$ cat src/rtl/pll_lock_supervisor_if.sv
// pll_lock_supervisor_if: control/status bundle between the PLL supervisor and its environment
interface pll_lock_supervisor_if;
  logic       locked;
  logic       force_relock;
  logic       pll_resetb;
  logic       sys_reset_n;
  logic       ready;
  logic       fault;
  logic [7:0] retry_count;
  logic [7:0] lock_loss_count;
  modport master (
    input  locked, force_relock,
    output pll_resetb, sys_reset_n, ready, fault, retry_count, lock_loss_count
  );
  modport slave (
    output locked, force_relock,
    input  pll_resetb, sys_reset_n, ready, fault, retry_count, lock_loss_count
  );
endinterface

$ cat src/rtl/pll_lock_supervisor.sv
// pll_lock_supervisor: PLL bring-up sequencer on the reference clock; define PLL_LOCK_LOSS_DEBOUNCE_EN to debounce lock loss in RUN
module pll_lock_supervisor #(
  parameter int PLL_RESET_CYCLES    = 16,
  parameter int LOCK_STABLE_CYCLES  = 4096,
  parameter int LOCK_TIMEOUT_CYCLES = 120000,
  parameter int MAX_RETRIES         = 3,
  parameter int CNT_W               = 17
) (
  input logic clock_in,
  input logic reset_n,
  pll_lock_supervisor_if.master bus
);
  typedef enum logic [2:0] {PLL_RST, WAIT_LOCK, STABLE, RUN, FAULT} state_t;
  localparam logic [CNT_W-1:0] RST_LAST = CNT_W'(PLL_RESET_CYCLES - 1);
  localparam logic [CNT_W-1:0] STB_LAST = CNT_W'(LOCK_STABLE_CYCLES - 1);
  localparam logic [CNT_W-1:0] TMO_LAST = CNT_W'(LOCK_TIMEOUT_CYCLES - 1);
  state_t           r_state, w_next;
  logic [1:0]       r_sync;
  logic [CNT_W-1:0] r_cnt, r_tmo;
  logic [7:0]       r_retry, r_llc;
  logic             r_pll_resetb, r_sys_reset_n, r_ready, r_fault;
  logic             w_locked_s, w_tmo, w_done, w_loss, w_retry_ok, w_retry_inc, w_lock_phase;
  assign w_locked_s   = r_sync[1];
  assign w_tmo        = r_tmo == TMO_LAST;
  assign w_done       = w_locked_s && r_cnt == STB_LAST;
  assign w_retry_ok   = r_retry < 8'(MAX_RETRIES);
  assign w_lock_phase = r_state == WAIT_LOCK || r_state == STABLE;
  // only a timeout can take the lock phase back to PLL_RST without a forced relock
  assign w_retry_inc  = !bus.force_relock && w_lock_phase && w_next == PLL_RST;
`ifdef PLL_LOCK_LOSS_DEBOUNCE_EN
  logic [1:0] r_deb;
  // count consecutive low cycles of the synced lock while running
  always_ff @(posedge clock_in or negedge reset_n)
    if (!reset_n) r_deb <= 2'd0;
    else r_deb <= (r_state == RUN && !w_locked_s && !bus.force_relock) ? r_deb + 2'd1 : 2'd0;
  assign w_loss = r_state == RUN && !w_locked_s && r_deb == 2'd3;
`else
  assign w_loss = r_state == RUN && !w_locked_s;
`endif
  // next state; forced relock overrides everything, RUN entry beats timeout
  always_comb begin
    w_next = r_state;
    if (bus.force_relock) w_next = PLL_RST;
    else
      case (r_state)
        PLL_RST:   if (r_cnt == RST_LAST) w_next = WAIT_LOCK;
        WAIT_LOCK: if (w_tmo) w_next = w_retry_ok ? PLL_RST : FAULT;
                   else if (w_locked_s) w_next = STABLE;
        STABLE:    if (w_done) w_next = RUN;
                   else if (w_tmo) w_next = w_retry_ok ? PLL_RST : FAULT;
                   else if (!w_locked_s) w_next = WAIT_LOCK;
        RUN:       if (w_loss) w_next = PLL_RST;
        default:   w_next = FAULT;
      endcase
  end
  // state, synchroniser, counters and registered outputs
  always_ff @(posedge clock_in or negedge reset_n)
    if (!reset_n) begin
      r_state       <= PLL_RST;
      r_sync        <= 2'b00;
      r_cnt         <= '0;
      r_tmo         <= '0;
      r_retry       <= 8'd0;
      r_llc         <= 8'd0;
      r_pll_resetb  <= 1'b0;
      r_sys_reset_n <= 1'b0;
      r_ready       <= 1'b0;
      r_fault       <= 1'b0;
    end else begin
      r_state       <= w_next;
      r_sync        <= {r_sync[0], bus.locked};
      r_cnt         <= (w_next != r_state || bus.force_relock || !(r_state == PLL_RST || r_state == STABLE)) ? '0 : r_cnt + CNT_W'(1);
      r_tmo         <= (w_lock_phase && (w_next == WAIT_LOCK || w_next == STABLE)) ? r_tmo + CNT_W'(1) : '0;
      r_retry       <= (bus.force_relock || w_loss) ? 8'd0 : w_retry_inc ? r_retry + 8'd1 : r_retry;
      r_llc         <= (w_loss && !bus.force_relock && r_llc != 8'hFF) ? r_llc + 8'd1 : r_llc;
      r_pll_resetb  <= w_next == WAIT_LOCK || w_next == STABLE || w_next == RUN;
      r_sys_reset_n <= r_state == RUN && w_next == RUN;
      r_ready       <= r_state == RUN && w_next == RUN;
      r_fault       <= w_next == FAULT;
    end
  assign bus.pll_resetb      = r_pll_resetb;
  assign bus.sys_reset_n     = r_sys_reset_n;
  assign bus.ready           = r_ready;
  assign bus.fault           = r_fault;
  assign bus.retry_count     = r_retry;
  assign bus.lock_loss_count = r_llc;
endmodule
$ cat src/flat_wrapper.sv
// flat-port wrapper written by rule: the top's interface ports become plain ports
module pll_lock_supervisor_flat 
#(
  parameter int PLL_RESET_CYCLES    = 16,
  parameter int LOCK_STABLE_CYCLES  = 4096,
  parameter int LOCK_TIMEOUT_CYCLES = 120000,
  parameter int MAX_RETRIES         = 3,
  parameter int CNT_W               = 17
)
  (clock_in, reset_n, bus_locked, bus_force_relock, bus_pll_resetb, bus_sys_reset_n, bus_ready, bus_fault, bus_retry_count, bus_lock_loss_count);
  pll_lock_supervisor_if bus_i ();
  input logic clock_in;
  input logic reset_n;
  input wire logic [$bits(bus_i.locked)-1:0] bus_locked;
  input wire logic [$bits(bus_i.force_relock)-1:0] bus_force_relock;
  output wire logic [$bits(bus_i.pll_resetb)-1:0] bus_pll_resetb;
  output wire logic [$bits(bus_i.sys_reset_n)-1:0] bus_sys_reset_n;
  output wire logic [$bits(bus_i.ready)-1:0] bus_ready;
  output wire logic [$bits(bus_i.fault)-1:0] bus_fault;
  output wire logic [$bits(bus_i.retry_count)-1:0] bus_retry_count;
  output wire logic [$bits(bus_i.lock_loss_count)-1:0] bus_lock_loss_count;
  assign bus_i.locked = bus_locked;
  assign bus_i.force_relock = bus_force_relock;
  assign bus_pll_resetb = bus_i.pll_resetb;
  assign bus_sys_reset_n = bus_i.sys_reset_n;
  assign bus_ready = bus_i.ready;
  assign bus_fault = bus_i.fault;
  assign bus_retry_count = bus_i.retry_count;
  assign bus_lock_loss_count = bus_i.lock_loss_count;
  pll_lock_supervisor #(.PLL_RESET_CYCLES(PLL_RESET_CYCLES), .LOCK_STABLE_CYCLES(LOCK_STABLE_CYCLES), .LOCK_TIMEOUT_CYCLES(LOCK_TIMEOUT_CYCLES), .MAX_RETRIES(MAX_RETRIES), .CNT_W(CNT_W)) u_core (.clock_in(clock_in), .reset_n(reset_n), .bus(bus_i));
endmodule
$ cat config.mk
export PLATFORM = sky130hd
export DESIGN_NAME = pll_lock_supervisor_flat
export DESIGN_NICKNAME = d
export VERILOG_FILES = /design/src/rtl/pll_lock_supervisor_if.sv /design/src/rtl/pll_lock_supervisor.sv /design/src/flat_wrapper.sv
export SDC_FILE = /design/constraint.sdc
export NUM_CORES = 1
export LEC_CHECK = 0
export BUFFER_PORTS_ARGS = -buffer_cell sky130_fd_sc_hd__buf_4
export CAP_MARGIN = 10
export CELL_PAD_IN_SITES_DETAIL_PLACEMENT = 1
export CELL_PAD_IN_SITES_GLOBAL_PLACEMENT = 2
export CORE_ASPECT_RATIO = 1.25
export CORE_MARGIN = 2
export CORE_UTILIZATION = 35
export CTS_CLUSTER_SIZE = 16
export DETAILED_ROUTE_END_ITERATION = 10
export GPL_TIMING_DRIVEN = 0
export PLACE_DENSITY = 0.85
export SETUP_SLACK_MARGIN = 0.05
export SLEW_MARGIN = 10
export SYNTH_ARGS = -nofsm -noshare
export SYNTH_HDL_FRONTEND = slang
export SYNTH_SLANG_ARGS = --single-unit
$ cat constraint.sdc
create_clock -name clock_in -period 2.6 [get_ports clock_in]
set_input_delay 0.13 -clock clock_in [delete_from_list [all_inputs] [get_ports clock_in]]
set_output_delay 0.13 -clock clock_in [all_outputs]
set_load 0.01 [all_outputs]
# Yosys cells after proc, flatten, opt, wreduce, memory -nomap -nowiden
# Index checks and enable logic that the tools add are counted.
[word_totals]
register_bits = 58
input_bits = 4
out_inout_bits = 20
word_cells = 61
[classes]
n_addsub = 4
magnitude_cmp = 1
n_eq_ne = 12
n_mux = 14
reduce_logical = 21
[ops]
columns = ["cell", "n"]
rows = [
  ["$add A17 B1 Y17 const B", 2],
  ["$mux W17", 2],
  ["$mux W3", 9],
  ["$eq A17 B12 Y1 const B", 1],
  ["$eq A17 B17 Y1 const B", 1],
  ["$eq A17 B4 Y1 const B", 1],
  ["$add A8 B1 Y8 const B", 2],
  ["$mux W8", 2],
  ["$eq A3 B2 Y1 const B", 4],
  ["$pmux W3 S4", 1],
  ["$logic_and A1 B1 Y1", 8],
  ["$lt A8 B2 Y1 const B", 1],
  ["$ne A8 B8 Y1 const B", 1],
  ["$logic_or A1 B1 Y1", 7],
  ["$eq A3 B1 Y1 const B", 2],
  ["$logic_not A3 Y1", 2],
  ["$eq A3 B3 Y1 const B", 1],
  ["$logic_not A1 Y1", 3],
  ["$ne A3 B3 Y1", 1],
  ["$reduce_bool A2 Y1", 1],
]

# Logic depth before layout (Yosys ltp)
[logic_depth]
depth_word = 10
mapped_depth = 9
ltp_nobuf = 7

# Worst setup path after synthesis
# No wires, ideal clock.
[synth_path]
path_kind = "register to register"
from = "reg u_core.r_tmo[9]"
to = "reg u_core.r_tmo[10]"
arrival_time_ns = 2.377
required_time_ns = 2.484
slack_ns = 0.106
stages_incl_launch_ff = 8
synth_period_minus_slack_ns = 2.494
cell_sequence = "dfrtp_1 or4b_1 or4_4 a211oi_4 nor3_4 mux2i_4 buf_8 nor2_2"
[synth_via]
elab_chain_len = 9
[synth_rtl]
columns = ["item", "line", "rtl"]
rows = [
  ["start: declaration", "pll_lock_supervisor.sv:19", "logic [CNT_W-1:0] r_cnt, r_tmo;"],
  ["start signal: assignment", "pll_lock_supervisor.sv:73", "r_tmo <= (w_lock_phase && (w_next == WAIT_LOCK || w_next == STABLE)) ? r_tmo + CNT_W'(1) : '0;"],
  ["$eq A17 B17 Y1 *", "pll_lock_supervisor.sv:24", "assign w_tmo = r_tmo == TMO_LAST;"],
  ["$mux W3", "pll_lock_supervisor.sv:50", "else if (w_tmo) w_next = w_retry_ok ? PLL_RST : FAULT;"],
  ["$mux W3", "pll_lock_supervisor.sv:49", "STABLE: if (w_done) w_next = RUN;"],
  ["$pmux W3 S4 *", "pll_lock_supervisor.sv:45", "case (r_state)"],
  ["$mux W3 *", "pll_lock_supervisor.sv:43", "if (bus.force_relock) w_next = PLL_RST;"],
  ["named net u_core.w_next[1]", "pll_lock_supervisor.sv:17", "state_t r_state, w_next;"],
  ["$eq A3 B1 Y1 / $eq A3 B2 Y1 (equally long branches)", "pll_lock_supervisor.sv:73", ""],
  ["$logic_or A1 B1 Y1 *", "pll_lock_supervisor.sv:73", ""],
  ["$logic_and A1 B1 Y1 *", "pll_lock_supervisor.sv:73", ""],
  ["$mux W17 *", "pll_lock_supervisor.sv:73", ""],
]
# The timed path passes the listed nets; every way through them passes the cells marked *.
# A chain may end at the register's enable or synchronous reset.

# Worst setup path in the final report
[layout_path]
from = "reg u_core.r_tmo[8]"
to = "reg u_core.r_tmo[0]"
# The elaborated chain is that of the path after synthesis.

==> results.toml <==
[outcome]
outcome = "completed"

[synth]
synthCells = 278
ys_seq_elements = 58
syn_avg_cell_area_um2 = 10.4
ys_seq_area_frac = 0.503
synthArstFlopShare = 1.00
ys_types = 46
synth-edff-count = 0
ys.flop_type = "dfrtp_1"
syn_area_um2 = 2890
syn_nets = 286
synth_warnings = 0

[critical_path]
crit_type = "flip-flop to flip-flop"
cp.arrival_ns = 2.74
rr_worst_depth = 7
crit-reg2reg-capture = "u_core.r_tmo[0]$_DFF_PN0_"
worstPathRequired_ns = 2.85
slowest_delay_ns = 0.54
r2r_setup_slack_ns = 0.11
crit_start = "u_core.r_tmo[8]$_DFF_PN0_"
path_max_fanout = 4
crit_chain = "or4b_4 -> or4_4 -> a211oi_4 -> nor3_4 -> mux2i_4 -> buf_4 -> nor3b_1"
critPathSlowestCell = "or4b_4"
r2r-start = "u_core.r_tmo[8]$_DFF_PN0_"
end_kind = "flip-flop"
worstSetupStartpointType = "flip-flop"

[timing]
rsz0062_at_grt = "yes"
setup_slack_ns = 0.114
slew_headroom = 0.502
fin_crit_ns = 2.49
hold_viol_final = 0
setup_viol = 0
fin_tns_setup_ns = 0
holdWs_ns = 0.360
period_share = 0.956
drv_slew = 0
fin_skew_ns = 0.00774
max_freq_ghz = 0.402
worst_pin_slew_ns = 0.746

[clock_tree]
ctsHtreeMaxLevel = 3
cts_root_buffer = "clkbuf_8"
cts.sinks = 58
cts_tree = "built"
clkTransAtPathRegs_ns = 0.06
numCtsBuffers = 9
clk_latency_ns = 0.34
clockBufferDepth = 2

[die]
dieArea_um2 = 8990
io_pins = 24
die_h_um = 106
initial_core_util = 0.356
rows = 37
dieWidth_um = 85.2
core_area_um2 = 8100

[grt]
grt_pass1_wl_um = 10800
grt_usage = 0.153
grt_pass1_vias = 2262
antenna_found_initial = 0
grt_overflow_total = 0
grt_max_degree = 59

[layout]
antenna_cells = 0
nFillCells = 903
fin_area_um2 = 3550
final_cells = 426
final_util = 0.438
final_nets = 333
layout-drive-gt1-share = 0.261
area_delta_synth_final_pct = 22.8

[min_path]
hp-class = "flip-flop to flip-flop"
hp-start = "u_core.r_sync[0]$_DFF_PN0_"
worstHoldPathCells = 0
hold_end = "u_core.r_sync[1]$_DFF_PN0_"

[pwr]
cellPowerDensity_nw_per_um2 = 515
total_power_mw = 1.82
leakage_nw = 1.57
ir_drop_uv = 318

[placed_design]
post-place-ws_ns = -0.267
dpl.hpwl_um = 4390
dpl_cell_area_um2 = 3180
port_buffers = 23
globalplace.congestion = 0.770
dp_cells = 398

[detailed_routing]
wl_um = 6370
viasPerCell = 4.92
first_iter_violations = 109
wl_per_cell_um = 14.9
ant_nets = 0
vias = 2096
drc = 0
drtPass1Iterations = 2

[flow_run]
maxCapViolCount = 0
-- power by group --
group | internal (mW) | total, mW | switching (mW)
combinational | 0.0134 | 0.0464 | 0.0330
clock | 0.515 | 0.865 | 0.351
sequential | 0.908 | 0.913 | 0.00540
-- state kept, by name, summed over array words and instances, names as in the netlist --
name                        count
u_core.bus.fault                1
u_core.bus.lock_loss_count      8
u_core.bus.pll_resetb           1
u_core.bus.retry_count          8
u_core.bus.sys_reset_n          1
u_core.r_cnt                   17
u_core.r_state                  3
u_core.r_sync                   2
u_core.r_tmo                   17
-- worst max-delay path: cells and delay by family, from the launching register on --
kind	cells	cell delay (ns)
flops	1	0.40
buf+inv	1	0.17
simple gates	4	1.30
mux	1	0.22
compound gates	1	0.32
-- cell usage in the layout (no fill, tap or decap), drive strengths merged, types with 2 or more instances in the layout --
cell	n
and2	7
and3	4
and4	2
buf	39
clkbuf	15
dfrtp	58
dlygate4sd3	3
ha	4
inv	6
mux2i	3
nand2	38
nand3	11
nand4	12
nand4b	3
nor2	48
nor3	3
nor3b	4
nor4	7
o31a	2
or2	2
or3	3
or4	3
xnor2	21
xor2	17
-- routing by layer --
layer  GRT usage  vias up  part of all wire
met5           0        -                 0
met1       0.188     1030              0.44
met4      0.0680        0             0.019
met2       0.256       18              0.52
li1            -     1037                 -
met3      0.0313       11             0.021
-- worst max-delay path by stage --
stage                                      end  slack [ns]  cells past startpoint
CTS                  u_core.r_tmo[5]$_DFF_PN0_        0.05                      8
global route         u_core.r_tmo[7]$_DFF_PN0_        0.05                      7
global placement    u_core.r_cnt[14]$_DFF_PN0_       -0.19                      7
finish               u_core.r_tmo[0]$_DFF_PN0_        0.11                      7
floorplan           u_core.r_tmo[10]$_DFF_PN0_        0.11                      7
detailed placement  u_core.r_cnt[14]$_DFF_PN0_       -0.27                      7
-- logic make-up after synthesis --
family,synth area share
xor gates and xnor gates,0.115
DFF,0.503
buffers and inverters,0.0355
AOI/OAI and AO/OA,0.0347
muxes,0.0186
and+or+nand+nor,0.276
adders and majority gates,0.0173
-- area by class of cell --
cell class	instances	area, µm²	share of cell area
plain buffers	8	80.1	0.0226
clock buffers	13	169	0.0476
clock inverters	2	35.0	0.00988
inverters	6	22.5	0.00635
multi-input cells	206	1380	0.390
flip-flops and latches	58	1460	0.411
well taps	97	121	0.0342
repair buffers	36	278	0.0783
-- repair_timing --
item / CTS / global route
setup buffers: 7 / 3
gates resized for setup: 4 / 9
cloned: 0 / 0
hold buffers: 3 / 0
pin swaps: 3 / 4
endpoints found under the setup margin: 36 / 28
endpoints found under the hold margin: 61 / 0
-- Yosys cell counts, types with 2 or more instances --
| cell | count | area [µm²] |
|---|---|---|
| mux2i_1 | 2 | 20.0 |
| nor3b_1 | 3 | 22.5 |
| nand4b_1 | 3 | 26.3 |
| and2_1 | 7 | 43.8 |
| xnor2_1 | 21 | 184 |
| and3_1 | 3 | 18.8 |
| dfrtp_1 | 58 | 1450 |
| or4_1 | 2 | 15.0 |
| inv_1 | 6 | 22.5 |
| nand2_1 | 38 | 143 |
| nand4_1 | 12 | 75.1 |
| nor3_1 | 2 | 10.0 |
| nor2_2 | 10 | 62.6 |
| o31a_1 | 2 | 17.5 |
| ha_1 | 4 | 50.1 |
| or2_2 | 2 | 12.5 |
| xor2_1 | 17 | 149 |
| nand3_1 | 11 | 55.1 |
| nor2_1 | 38 | 143 |
| and4_1 | 2 | 17.5 |
| buf_4 | 3 | 22.5 |
| or3_1 | 3 | 18.8 |
| nor4_1 | 6 | 37.5 |
No activity file was read; power rests on OpenSTA's default activity.
